<file path="src/rtl/sys_cmd_ctrl_if.sv">
// Bus bundle between the command controller and its UART RX, register file,
// ALU and TX FIFO neighbours.
interface sys_cmd_ctrl_if #(
   parameter int unsigned DATA_WIDTH    = 8,
   parameter int unsigned ADDR_WIDTH    = 4,
   parameter int unsigned ALU_OUT_WIDTH = 16
);
   // UART receive side
   logic [DATA_WIDTH-1:0]    rx_data;
   logic                     rx_valid;
   // register file
   logic                     rf_wr_en;
   logic                     rf_rd_en;
   logic [ADDR_WIDTH-1:0]    rf_addr;
   logic [DATA_WIDTH-1:0]    rf_wr_data;
   logic [DATA_WIDTH-1:0]    rf_rd_data;
   logic                     rf_rd_valid;
   // ALU
   logic                     alu_en;
   logic [3:0]               alu_fun;
   logic                     clk_gate_en;
   logic [ALU_OUT_WIDTH-1:0] alu_out;
   logic                     alu_out_valid;
   // TX FIFO
   logic [DATA_WIDTH-1:0]    tx_data;
   logic                     tx_valid;
   logic                     tx_full;
   // error flag
   logic                     cmd_err;

   // controller side
   modport master (
      input  rx_data, rx_valid, rf_rd_data, rf_rd_valid, alu_out, alu_out_valid, tx_full,
      output rf_wr_en, rf_rd_en, rf_addr, rf_wr_data, alu_en, alu_fun, clk_gate_en,
      output tx_data, tx_valid, cmd_err
   );

   // environment side
   modport slave (
      output rx_data, rx_valid, rf_rd_data, rf_rd_valid, alu_out, alu_out_valid, tx_full,
      input  rf_wr_en, rf_rd_en, rf_addr, rf_wr_data, alu_en, alu_fun, clk_gate_en,
      input  tx_data, tx_valid, cmd_err
   );
endinterface

</file>
<file path="src/rtl/sys_cmd_ctrl.sv">
// Command controller: decodes UART command frames into register-file writes/reads
// and ALU operations, and returns read data / ALU results through the TX FIFO.
module sys_cmd_ctrl #(
   parameter int unsigned DATA_WIDTH    = 8,
   parameter int unsigned ADDR_WIDTH    = 4,
   parameter int unsigned ALU_OUT_WIDTH = 16
) (
   input  logic           ref_clk,
   input  logic           reset_n,
   sys_cmd_ctrl_if.master bus
);

   localparam int unsigned HI_WIDTH = ALU_OUT_WIDTH - DATA_WIDTH;

   localparam logic [DATA_WIDTH-1:0] CMD_WR     = DATA_WIDTH'(8'hAA);
   localparam logic [DATA_WIDTH-1:0] CMD_RD     = DATA_WIDTH'(8'hBB);
   localparam logic [DATA_WIDTH-1:0] CMD_ALU_OP = DATA_WIDTH'(8'hCC);
   localparam logic [DATA_WIDTH-1:0] CMD_ALU_NO = DATA_WIDTH'(8'hDD);

   typedef enum logic [3:0] {
      IDLE, WR_ADDR, WR_DATA, RD_ADDR, RD_WAIT,
      ALU_A, ALU_B, ALU_FUN, ALU_WAIT, TX_LO, TX_HI
   } state_e;

   state_e                  state_q, state_d;
   logic                    rf_wr_en_q, rf_wr_en_d;
   logic                    rf_rd_en_q, rf_rd_en_d;
   logic [ADDR_WIDTH-1:0]   rf_addr_q, rf_addr_d;
   logic [DATA_WIDTH-1:0]   rf_wr_data_q, rf_wr_data_d;
   logic                    alu_en_q, alu_en_d;
   logic [3:0]              alu_fun_q, alu_fun_d;
   logic                    clk_gate_en_q, clk_gate_en_d;
   logic [DATA_WIDTH-1:0]   tx_data_q, tx_data_d;
   logic                    tx_valid_q, tx_valid_d;
   logic                    cmd_err_q, cmd_err_d;
   logic [DATA_WIDTH-1:0]   alu_hi_q, alu_hi_d;
   logic                    rd_path_q, rd_path_d;
   logic                    tx_accept_c;

   // State and output registers; reset discards any partial frame
   always_ff @(posedge ref_clk or negedge reset_n) begin
      if (!reset_n) begin
         state_q       <= IDLE;
         rf_wr_en_q    <= 1'b0;
         rf_rd_en_q    <= 1'b0;
         rf_addr_q     <= '0;
         rf_wr_data_q  <= '0;
         alu_en_q      <= 1'b0;
         alu_fun_q     <= '0;
         clk_gate_en_q <= 1'b0;
         tx_data_q     <= '0;
         tx_valid_q    <= 1'b0;
         cmd_err_q     <= 1'b0;
         alu_hi_q      <= '0;
         rd_path_q     <= 1'b0;
      end else begin
         state_q       <= state_d;
         rf_wr_en_q    <= rf_wr_en_d;
         rf_rd_en_q    <= rf_rd_en_d;
         rf_addr_q     <= rf_addr_d;
         rf_wr_data_q  <= rf_wr_data_d;
         alu_en_q      <= alu_en_d;
         alu_fun_q     <= alu_fun_d;
         clk_gate_en_q <= clk_gate_en_d;
         tx_data_q     <= tx_data_d;
         tx_valid_q    <= tx_valid_d;
         cmd_err_q     <= cmd_err_d;
         alu_hi_q      <= alu_hi_d;
         rd_path_q     <= rd_path_d;
      end
   end

   // Next-state and next-output decode; strobes default low, data fields hold
   always_comb begin
      state_d       = state_q;
      rf_wr_en_d    = 1'b0;
      rf_rd_en_d    = 1'b0;
      alu_en_d      = 1'b0;
      cmd_err_d     = 1'b0;
      rf_addr_d     = rf_addr_q;
      rf_wr_data_d  = rf_wr_data_q;
      alu_fun_d     = alu_fun_q;
      clk_gate_en_d = clk_gate_en_q;
      tx_data_d     = tx_data_q;
      tx_valid_d    = tx_valid_q;
      alu_hi_d      = alu_hi_q;
      rd_path_d     = rd_path_q;
      tx_accept_c   = tx_valid_q && !bus.tx_full;

      case (state_q)
         IDLE: begin
            if (bus.rx_valid) begin
               case (bus.rx_data)
                  CMD_WR:     state_d = WR_ADDR;
                  CMD_RD:     state_d = RD_ADDR;
                  CMD_ALU_OP: state_d = ALU_A;
                  CMD_ALU_NO: state_d = ALU_FUN;
                  default:    cmd_err_d = 1'b1;
               endcase
            end
         end
         WR_ADDR: begin
            if (bus.rx_valid) begin
               rf_addr_d = bus.rx_data[ADDR_WIDTH-1:0];
               state_d   = WR_DATA;
            end
         end
         WR_DATA: begin
            if (bus.rx_valid) begin
               rf_wr_data_d = bus.rx_data;
               rf_wr_en_d   = 1'b1;
               state_d      = IDLE;
            end
         end
         RD_ADDR: begin
            if (bus.rx_valid) begin
               rf_addr_d  = bus.rx_data[ADDR_WIDTH-1:0];
               rf_rd_en_d = 1'b1;
               state_d    = RD_WAIT;
            end
         end
         RD_WAIT: begin
            cmd_err_d = bus.rx_valid;
            if (bus.rf_rd_valid) begin
               tx_data_d  = bus.rf_rd_data;
               tx_valid_d = 1'b1;
               rd_path_d  = 1'b1;
               state_d    = TX_LO;
            end
         end
         ALU_A, ALU_B: begin
            // operands land in register-file locations 0 and 1
            if (bus.rx_valid) begin
               rf_addr_d    = (state_q == ALU_A) ? ADDR_WIDTH'(0) : ADDR_WIDTH'(1);
               rf_wr_data_d = bus.rx_data;
               rf_wr_en_d   = 1'b1;
               state_d      = (state_q == ALU_A) ? ALU_B : ALU_FUN;
            end
         end
         ALU_FUN: begin
            if (bus.rx_valid) begin
               alu_fun_d     = bus.rx_data[3:0];
               alu_en_d      = 1'b1;
               clk_gate_en_d = 1'b1;
               state_d       = ALU_WAIT;
            end
         end
         ALU_WAIT: begin
            cmd_err_d = bus.rx_valid;
            if (bus.alu_out_valid) begin
               tx_data_d     = bus.alu_out[DATA_WIDTH-1:0];
               alu_hi_d      = DATA_WIDTH'(bus.alu_out[ALU_OUT_WIDTH-1 -: HI_WIDTH]);
               tx_valid_d    = 1'b1;
               clk_gate_en_d = 1'b0;
               rd_path_d     = 1'b0;
               state_d       = TX_LO;
            end
         end
         TX_LO: begin
            // read replies are a single byte; ALU results continue with the high byte
            cmd_err_d = bus.rx_valid;
            if (tx_accept_c) begin
               if (rd_path_q) begin
                  tx_valid_d = 1'b0;
                  state_d    = IDLE;
               end else begin
                  tx_data_d = alu_hi_q;
                  state_d   = TX_HI;
               end
            end
         end
         TX_HI: begin
            cmd_err_d = bus.rx_valid;
            if (tx_accept_c) begin
               tx_valid_d = 1'b0;
               state_d    = IDLE;
            end
         end
         default: state_d = IDLE;
      endcase
   end

   assign bus.rf_wr_en    = rf_wr_en_q;
   assign bus.rf_rd_en    = rf_rd_en_q;
   assign bus.rf_addr     = rf_addr_q;
   assign bus.rf_wr_data  = rf_wr_data_q;
   assign bus.alu_en      = alu_en_q;
   assign bus.alu_fun     = alu_fun_q;
   assign bus.clk_gate_en = clk_gate_en_q;
   assign bus.tx_data     = tx_data_q;
   assign bus.tx_valid    = tx_valid_q;
   assign bus.cmd_err     = cmd_err_q;

endmodule

</file>
<file path="src/flat_wrapper.sv">
// flat-port wrapper written by rule: the top's interface ports become plain ports
module sys_cmd_ctrl_flat 
#(
   parameter int unsigned DATA_WIDTH    = 8,
   parameter int unsigned ADDR_WIDTH    = 4,
   parameter int unsigned ALU_OUT_WIDTH = 16
)
  (ref_clk, reset_n, bus_rx_data, bus_rx_valid, bus_rf_rd_data, bus_rf_rd_valid, bus_alu_out, bus_alu_out_valid, bus_tx_full, bus_rf_wr_en, bus_rf_rd_en, bus_rf_addr, bus_rf_wr_data, bus_alu_en, bus_alu_fun, bus_clk_gate_en, bus_tx_data, bus_tx_valid, bus_cmd_err);
  sys_cmd_ctrl_if #(.DATA_WIDTH(DATA_WIDTH), .ADDR_WIDTH(ADDR_WIDTH), .ALU_OUT_WIDTH(ALU_OUT_WIDTH)) bus_i ();
  input  logic ref_clk;
  input  logic reset_n;
  input wire logic [$bits(bus_i.rx_data)-1:0] bus_rx_data;
  input wire logic [$bits(bus_i.rx_valid)-1:0] bus_rx_valid;
  input wire logic [$bits(bus_i.rf_rd_data)-1:0] bus_rf_rd_data;
  input wire logic [$bits(bus_i.rf_rd_valid)-1:0] bus_rf_rd_valid;
  input wire logic [$bits(bus_i.alu_out)-1:0] bus_alu_out;
  input wire logic [$bits(bus_i.alu_out_valid)-1:0] bus_alu_out_valid;
  input wire logic [$bits(bus_i.tx_full)-1:0] bus_tx_full;
  output wire logic [$bits(bus_i.rf_wr_en)-1:0] bus_rf_wr_en;
  output wire logic [$bits(bus_i.rf_rd_en)-1:0] bus_rf_rd_en;
  output wire logic [$bits(bus_i.rf_addr)-1:0] bus_rf_addr;
  output wire logic [$bits(bus_i.rf_wr_data)-1:0] bus_rf_wr_data;
  output wire logic [$bits(bus_i.alu_en)-1:0] bus_alu_en;
  output wire logic [$bits(bus_i.alu_fun)-1:0] bus_alu_fun;
  output wire logic [$bits(bus_i.clk_gate_en)-1:0] bus_clk_gate_en;
  output wire logic [$bits(bus_i.tx_data)-1:0] bus_tx_data;
  output wire logic [$bits(bus_i.tx_valid)-1:0] bus_tx_valid;
  output wire logic [$bits(bus_i.cmd_err)-1:0] bus_cmd_err;
  assign bus_i.rx_data = bus_rx_data;
  assign bus_i.rx_valid = bus_rx_valid;
  assign bus_i.rf_rd_data = bus_rf_rd_data;
  assign bus_i.rf_rd_valid = bus_rf_rd_valid;
  assign bus_i.alu_out = bus_alu_out;
  assign bus_i.alu_out_valid = bus_alu_out_valid;
  assign bus_i.tx_full = bus_tx_full;
  assign bus_rf_wr_en = bus_i.rf_wr_en;
  assign bus_rf_rd_en = bus_i.rf_rd_en;
  assign bus_rf_addr = bus_i.rf_addr;
  assign bus_rf_wr_data = bus_i.rf_wr_data;
  assign bus_alu_en = bus_i.alu_en;
  assign bus_alu_fun = bus_i.alu_fun;
  assign bus_clk_gate_en = bus_i.clk_gate_en;
  assign bus_tx_data = bus_i.tx_data;
  assign bus_tx_valid = bus_i.tx_valid;
  assign bus_cmd_err = bus_i.cmd_err;
  sys_cmd_ctrl #(.DATA_WIDTH(DATA_WIDTH), .ADDR_WIDTH(ADDR_WIDTH), .ALU_OUT_WIDTH(ALU_OUT_WIDTH)) u_core (.ref_clk(ref_clk), .reset_n(reset_n), .bus(bus_i));
endmodule
</file>
<file path="config.mk">
export PLATFORM = sky130hd
export DESIGN_NAME = sys_cmd_ctrl_flat
export DESIGN_NICKNAME = d
export VERILOG_FILES = /design/src/rtl/sys_cmd_ctrl_if.sv /design/src/rtl/sys_cmd_ctrl.sv /design/src/flat_wrapper.sv
export SDC_FILE = /design/constraint.sdc
export NUM_CORES = 1
export LEC_CHECK = 0
export CAP_MARGIN = 20
export CORE_ASPECT_RATIO = 1.25
export CORE_UTILIZATION = 37
export DETAILED_ROUTE_END_ITERATION = 16
export PLACE_DENSITY_LB_ADDON = 0.1
export SETUP_SLACK_MARGIN = 0.4
export SYNTH_ARGS = -nofsm -noshare
export SYNTH_HDL_FRONTEND = slang
export SYNTH_SLANG_ARGS = --single-unit
</file>
<file path="constraint.sdc">
create_clock -name ref_clk -period 1.9 [get_ports ref_clk]
set_clock_uncertainty 0.2 [all_clocks]
set_input_delay 0.38 -clock ref_clk [delete_from_list [all_inputs] [get_ports ref_clk]]
set_output_delay 0.38 -clock ref_clk [all_outputs]
set_load 0.01 [all_outputs]
</file>
* Word-level counts from Yosys, hierarchy flattened
Index checks and enable logic that the tools add are counted.
Word-level totals: input port bits 38, word-level logic and storage cells 103, register bits 43, output and inout bits 30
Operators by class: reductions and logical operators 22, eq/ne operators 28, multiplexer cells 40
Operators with widths (count):
- $mux W4 | 13
- $pmux W4 S10 | 1
- $eq A8 B8 Y1 const B | 4
- $mux W8 | 4
- $pmux W8 S3 | 1
- $ne A2 B2 Y1 const B | 9
- $eq A4 B3 Y1 const B | 4
- $pmux W4 S4 | 1
- $mux W1 | 15
- $eq A4 B4 Y1 const B | 3
- $reduce_and A11 Y1 | 1
- $reduce_and A3 Y1 | 3
- $eq A4 B2 Y1 const B | 2
- $ne A2 B1 Y1 const B | 4
- $pmux W4 S2 | 1
- $reduce_or A4 Y1 | 2
- $pmux W1 S2 | 3
- $reduce_and A2 Y1 | 3
- $reduce_and A6 Y1 | 1
- $reduce_bool A2 Y1 | 3
- $ne A5 B5 Y1 const B | 1
- $reduce_and A5 Y1 | 1
- $eq A4 B1 Y1 const B | 1
- $logic_not A4 Y1 | 1
- other kinds (7) | 8

* Depth between registers and ports, before layout
depth after elaboration 5, gate-level depth with buffers 6

* Least setup slack after synthesis
OpenSTA, ideal clock, no wires.
path type register -> register, start point register u_core.state_q[2], end point register u_core.state_q[2], library setup time 129 ps, slack 9 ps, cell stages (with the launch flop) 6, arrival time 1562 ps, path buffers 1, cells stage by stage dfrtp_1 > buf_2 > nand2b_4 > or3_4 > and4_1 > a2111o_1
On the way: word-level cells in the longest chain between the ends 4, elaborated cells between the ends (all ways) 25, classes of those cells eq/ne (21); mux (1); reduce/logical (3)
RTL lines:
- from (decl) | RTL line sys_cmd_ctrl.sv:25 | state_e state_q, state_d;
- from (signal assigned) | RTL line sys_cmd_ctrl.sv:57 | state_q <= state_d;
- $eq A4 B3 Y1 | RTL line sys_cmd_ctrl.sv:90 | case (state_q)
- $reduce_or A2 Y1 | RTL line sys_cmd_ctrl.sv:90
- $ne A2 B2 Y1 (no source line)
- $reduce_and A11 Y1 (no source line)
Several ways; a longest one is shown, not always the timed one. A chain may end at the register's enable or synchronous reset.

* Final worst setup path
start point register u_core.state_q[2], end point register u_core.state_q[3]
The elaborated chain is that of the path after synthesis.

==> reports/metrics.csv <==
stage,metric,value,unit
synthesis,"count leader, synth",dfrtp_1,
sta,Final Max Slew Viols,0,
placed_design,hpwl dp,3.87,mm
run_status,failing checks,"design-rule violations, negative setup slack",
sta,Final Critical Period,1.97,ns
routing,per-cell routed wire length,16.4,um
floorplanning,Die ar.,6180,sq um
cts,TritonCTS buffer count,5,
floorplanning,core footprint,5560,sq um
worst_setup_path,crit-path cells,buf_6 > or4_4 > o2111ai_4 > mux2_4,
cells_and_area,fin nets,351,
cts,Clock Tree Buf Depth,2,
sta,final hold violation count,0,
floorplanning,Ports,68,
synthesis,number of distinct library cells after synthesis,45,
routing,final wirelength,6.20,mm
worst_setup_path,worst r2r src,u_core.state_q[2],
cells_and_area,fillers,413,
cts,H-tree depth,2,
cts,CTS tree,built,
sta,Setup WS post-layout,-0.0710,ns
floorplanning,Initial Utilization,39.1,%
sta,max frequency,507,MHz
synthesis,largest cells by area after synthesis,"dfrtp_1 50%, mux2i_1 7.8%, mux2_1 6.7%",
routing,First DRT Iteration DRCs,74,
synthesis,Synth Net Count,225,
sta,Worst Max-Slew Pin Slew,0.428,ns
min_path,type of the worst min-delay path,flop to flop,
grt,initial antenna violation count,0,
cts,clk sinks,43,
grt,vias in the first global route,1940,
power,peak supply drop,621,uV
sta,Tcrit/Tclk final,104,%
grt,GR Overflow Total,0,
run_status,outcome,"finished, violations left",
routing,via count,1901,
routing,DR pass1 iterations,10,
synthesis,Synth area leader,dfrtp_1,
worst_setup_path,Crit path required time,1.89,ns
power,leakage,1.84,nW
placed_design,Port Buffer Count,67,
power,sequential share of power,27.8,%
worst_setup_path,Top delay family on crit path,simple AND/OR/NAND/NOR gates,
worst_setup_path,CP Data Arrival Time,1.96,ns
cells_and_area,Area Overhead vs Synth,75.0,%
synthesis,cell area after synthesis,2170,sq um
routing,Antenna Violating Nets Remaining,0,
worst_setup_path,CP endpoint kind,flop,
cells_and_area,Antenna diodes,0,
floorplanning,num rows,30,
grt,overall routing resource usage,20.7,%
job,MaxCap Viol Count,0,
synthesis,Post-synth top cells,"43 x dfrtp_1, 17 x mux2i_1, 13 x mux2_1, 13 x mux2_2, 12 x nand2_1",
power,Comb power frac,57.0,%
grt,largest net degree at the start of global routing,28,
power,power per cell area,1480,nW/um^2
sta,unrepaired setup endpoints after global routing,yes,
synthesis,ys flop type,dfrtp_1,
synthesis,ys async rst share,100,%
synthesis,syn_area_per_cell,11.6,sq um
cts,Worst-path clk slew,0.08,ns
sta,Fin Setup TNS,-0.282,ns
synthesis,#FFs+latches synth,43,
worst_setup_path,Buf/Inv on CP,1,
routing,DRC viols,8,
power,Switching Share,34.2,%
worst_setup_path,startpoint types,flop,
power,clock group share of total power,15.2,%
placed_design,Place WS,-0.496,ns
synthesis,Mapped Cells,187,
cts,root buffer cell,clkbuf_8,
floorplanning,die width,70.5,um
synthesis,post-synth top area share,49.6,%
sta,Max-Slew Margin vs Limit,71.5,%
routing,drt via density,5.03,
cells_and_area,share of cells above drive strength 1,51.0,%
worst_setup_path,Slowest cell on crit path,or4_4,
worst_setup_path,Max stage delay on crit path,0.49,ns
synthesis,sequential-to-total area share from yosys stat,49.6,%
worst_setup_path,CP Class,flop to flop,
min_path,HP Start,u_core.bus.clk_gate_en,
worst_setup_path,peak fanout along the critical path,4,
power,switching pwr,1.92,mW
worst_setup_path,crit path from,u_core.state_q[2],
cts,worst-skew pair later-pin latency,0.30,ns
grt,first-pass GRT wire length,9.76,mm
power,design internal power,3.69,mW
synthesis,synth warn,0,
cells_and_area,fin util,68.4,%
floorplanning,DIE HEIGHT,87.6,um
synthesis,number of synthesized flops with an enable pin,0,
placed_design,Final Wtd Congestion,0.850,
sta,final setup fails,5,
==> cells by family (layout without fill, tap and decap cells) <==
family          Yosys count  after routing  synth area share [%]
compound gates           29             29                  9.17
xor+xnor                  4              4                  1.62
buf+inv                  19            146                  3.69
flops                    43             43                  49.6
mux                      43             43                  21.3
simple gates             49             49                  14.6
==> worst reg2reg max path, stage by stage (launching register included) <==
cell       delay [ns]
dfrtp_1          0.42
buf_6            0.14
or4_4            0.49
o2111ai_4        0.28
mux2_4           0.33
==> cell type report <==
| cell class | count | area, sq um | area share, % |
|---|---|---|---|
| Clock buffer | 6 | 72.6 | 1.91 |
| Multi-Input combinational cell | 125 | 1390 | 36.5 |
| Clock inverter | 2 | 60.1 | 1.58 |
| Sequential cell | 43 | 1080 | 28.3 |
| Tap cell | 64 | 80.1 | 2.11 |
| Timing Repair Buffer | 127 | 1080 | 28.5 |
| Inverter | 11 | 41.3 | 1.09 |
==> power groups by stage <==
stage	sequential [mW]	combinational, mW	clock (mW)
after floorplan	1.69	1.25	0
after global placement	1.55	2.49	0
after detailed placement	1.56	2.52	0
after CTS	1.55	2.90	0.875
after global routing	1.61	3.43	0.912
final	1.56	3.20	0.854
==> placed cells by master, fill, tap and decap left out, drive strengths merged, types with 8 or more instances in the layout <==
| cell | count |
|---|---|
| buf | 86 |
| clkbuf | 9 |
| clkdlybuf4s50 | 28 |
| dfrtp | 43 |
| inv | 11 |
| mux2 | 26 |
| mux2i | 17 |
| nand2 | 12 |
| nor2b | 8 |
| o21ai | 10 |
==> layer usage <==
layer  part of all wire [%]  track usage [%]  wire [um]
met5                      0                0          0
met4                    1.1             6.12         71
met3                    4.1             3.91        252
met2                     53             38.1       3260
met1                     42             24.7       2610
==> path summary, 6_finish.rpt <==
kind                                                to  slack (ns)  cells past startpoint
worst max-delay path                 u_core.state_q[3]       -0.07                      4
min in group asynchronous        u_core.bus.rf_addr[2]        0.34                      2
worst min register to register  u_core.bus.clk_gate_en        0.28                      1
worst max register to register       u_core.state_q[3]       -0.07                      4
max in group asynchronous           u_core.alu_hi_q[7]        0.67                      3
worst min-delay path            u_core.bus.clk_gate_en        0.28                      1
==> state kept, by name, indices dropped and copies added (netlist names) <==
| name | cells |
|---|---|
| u_core.state_q | 4 |
| u_core.bus.cmd_err | 1 |
| u_core.bus.rf_addr | 4 |
| u_core.alu_hi_q | 8 |
| u_core.bus.tx_valid | 1 |
| u_core.bus.alu_fun | 4 |
| u_core.bus.rf_wr_en | 1 |
| u_core.bus.rf_wr_data | 8 |
| u_core.bus.tx_data | 8 |
| u_core.bus.rf_rd_en | 1 |
| u_core.bus.alu_en | 1 |
| u_core.bus.clk_gate_en | 1 |
| u_core.rd_path_q | 1 |
==> stage by stage <==
stage                     std cells  hold slack (ns)  total power [mW]  cell area, sq um
after floorplan                 187           -0.116              2.94              2230
after detailed placement        343            0.143              4.07              3190
after CTS                       371            0.288              5.32              3650
after global placement          343            0.140              4.05              3190
after global routing            378            0.312              5.95              3800
final                           378            0.280              5.62              3800
==> what timing repair did <==
action | CTS | global route
endpoints found under the setup margin | 71 | 52
hold buffers | 1 | 0
gates resized for setup | 177 | 38
cloned | 1 | 0
hold endpoints to repair | 16 | 0
pin swaps | 17 | 15
setup buffers | 18 | 7
Power figures use the tool's default switching activity.
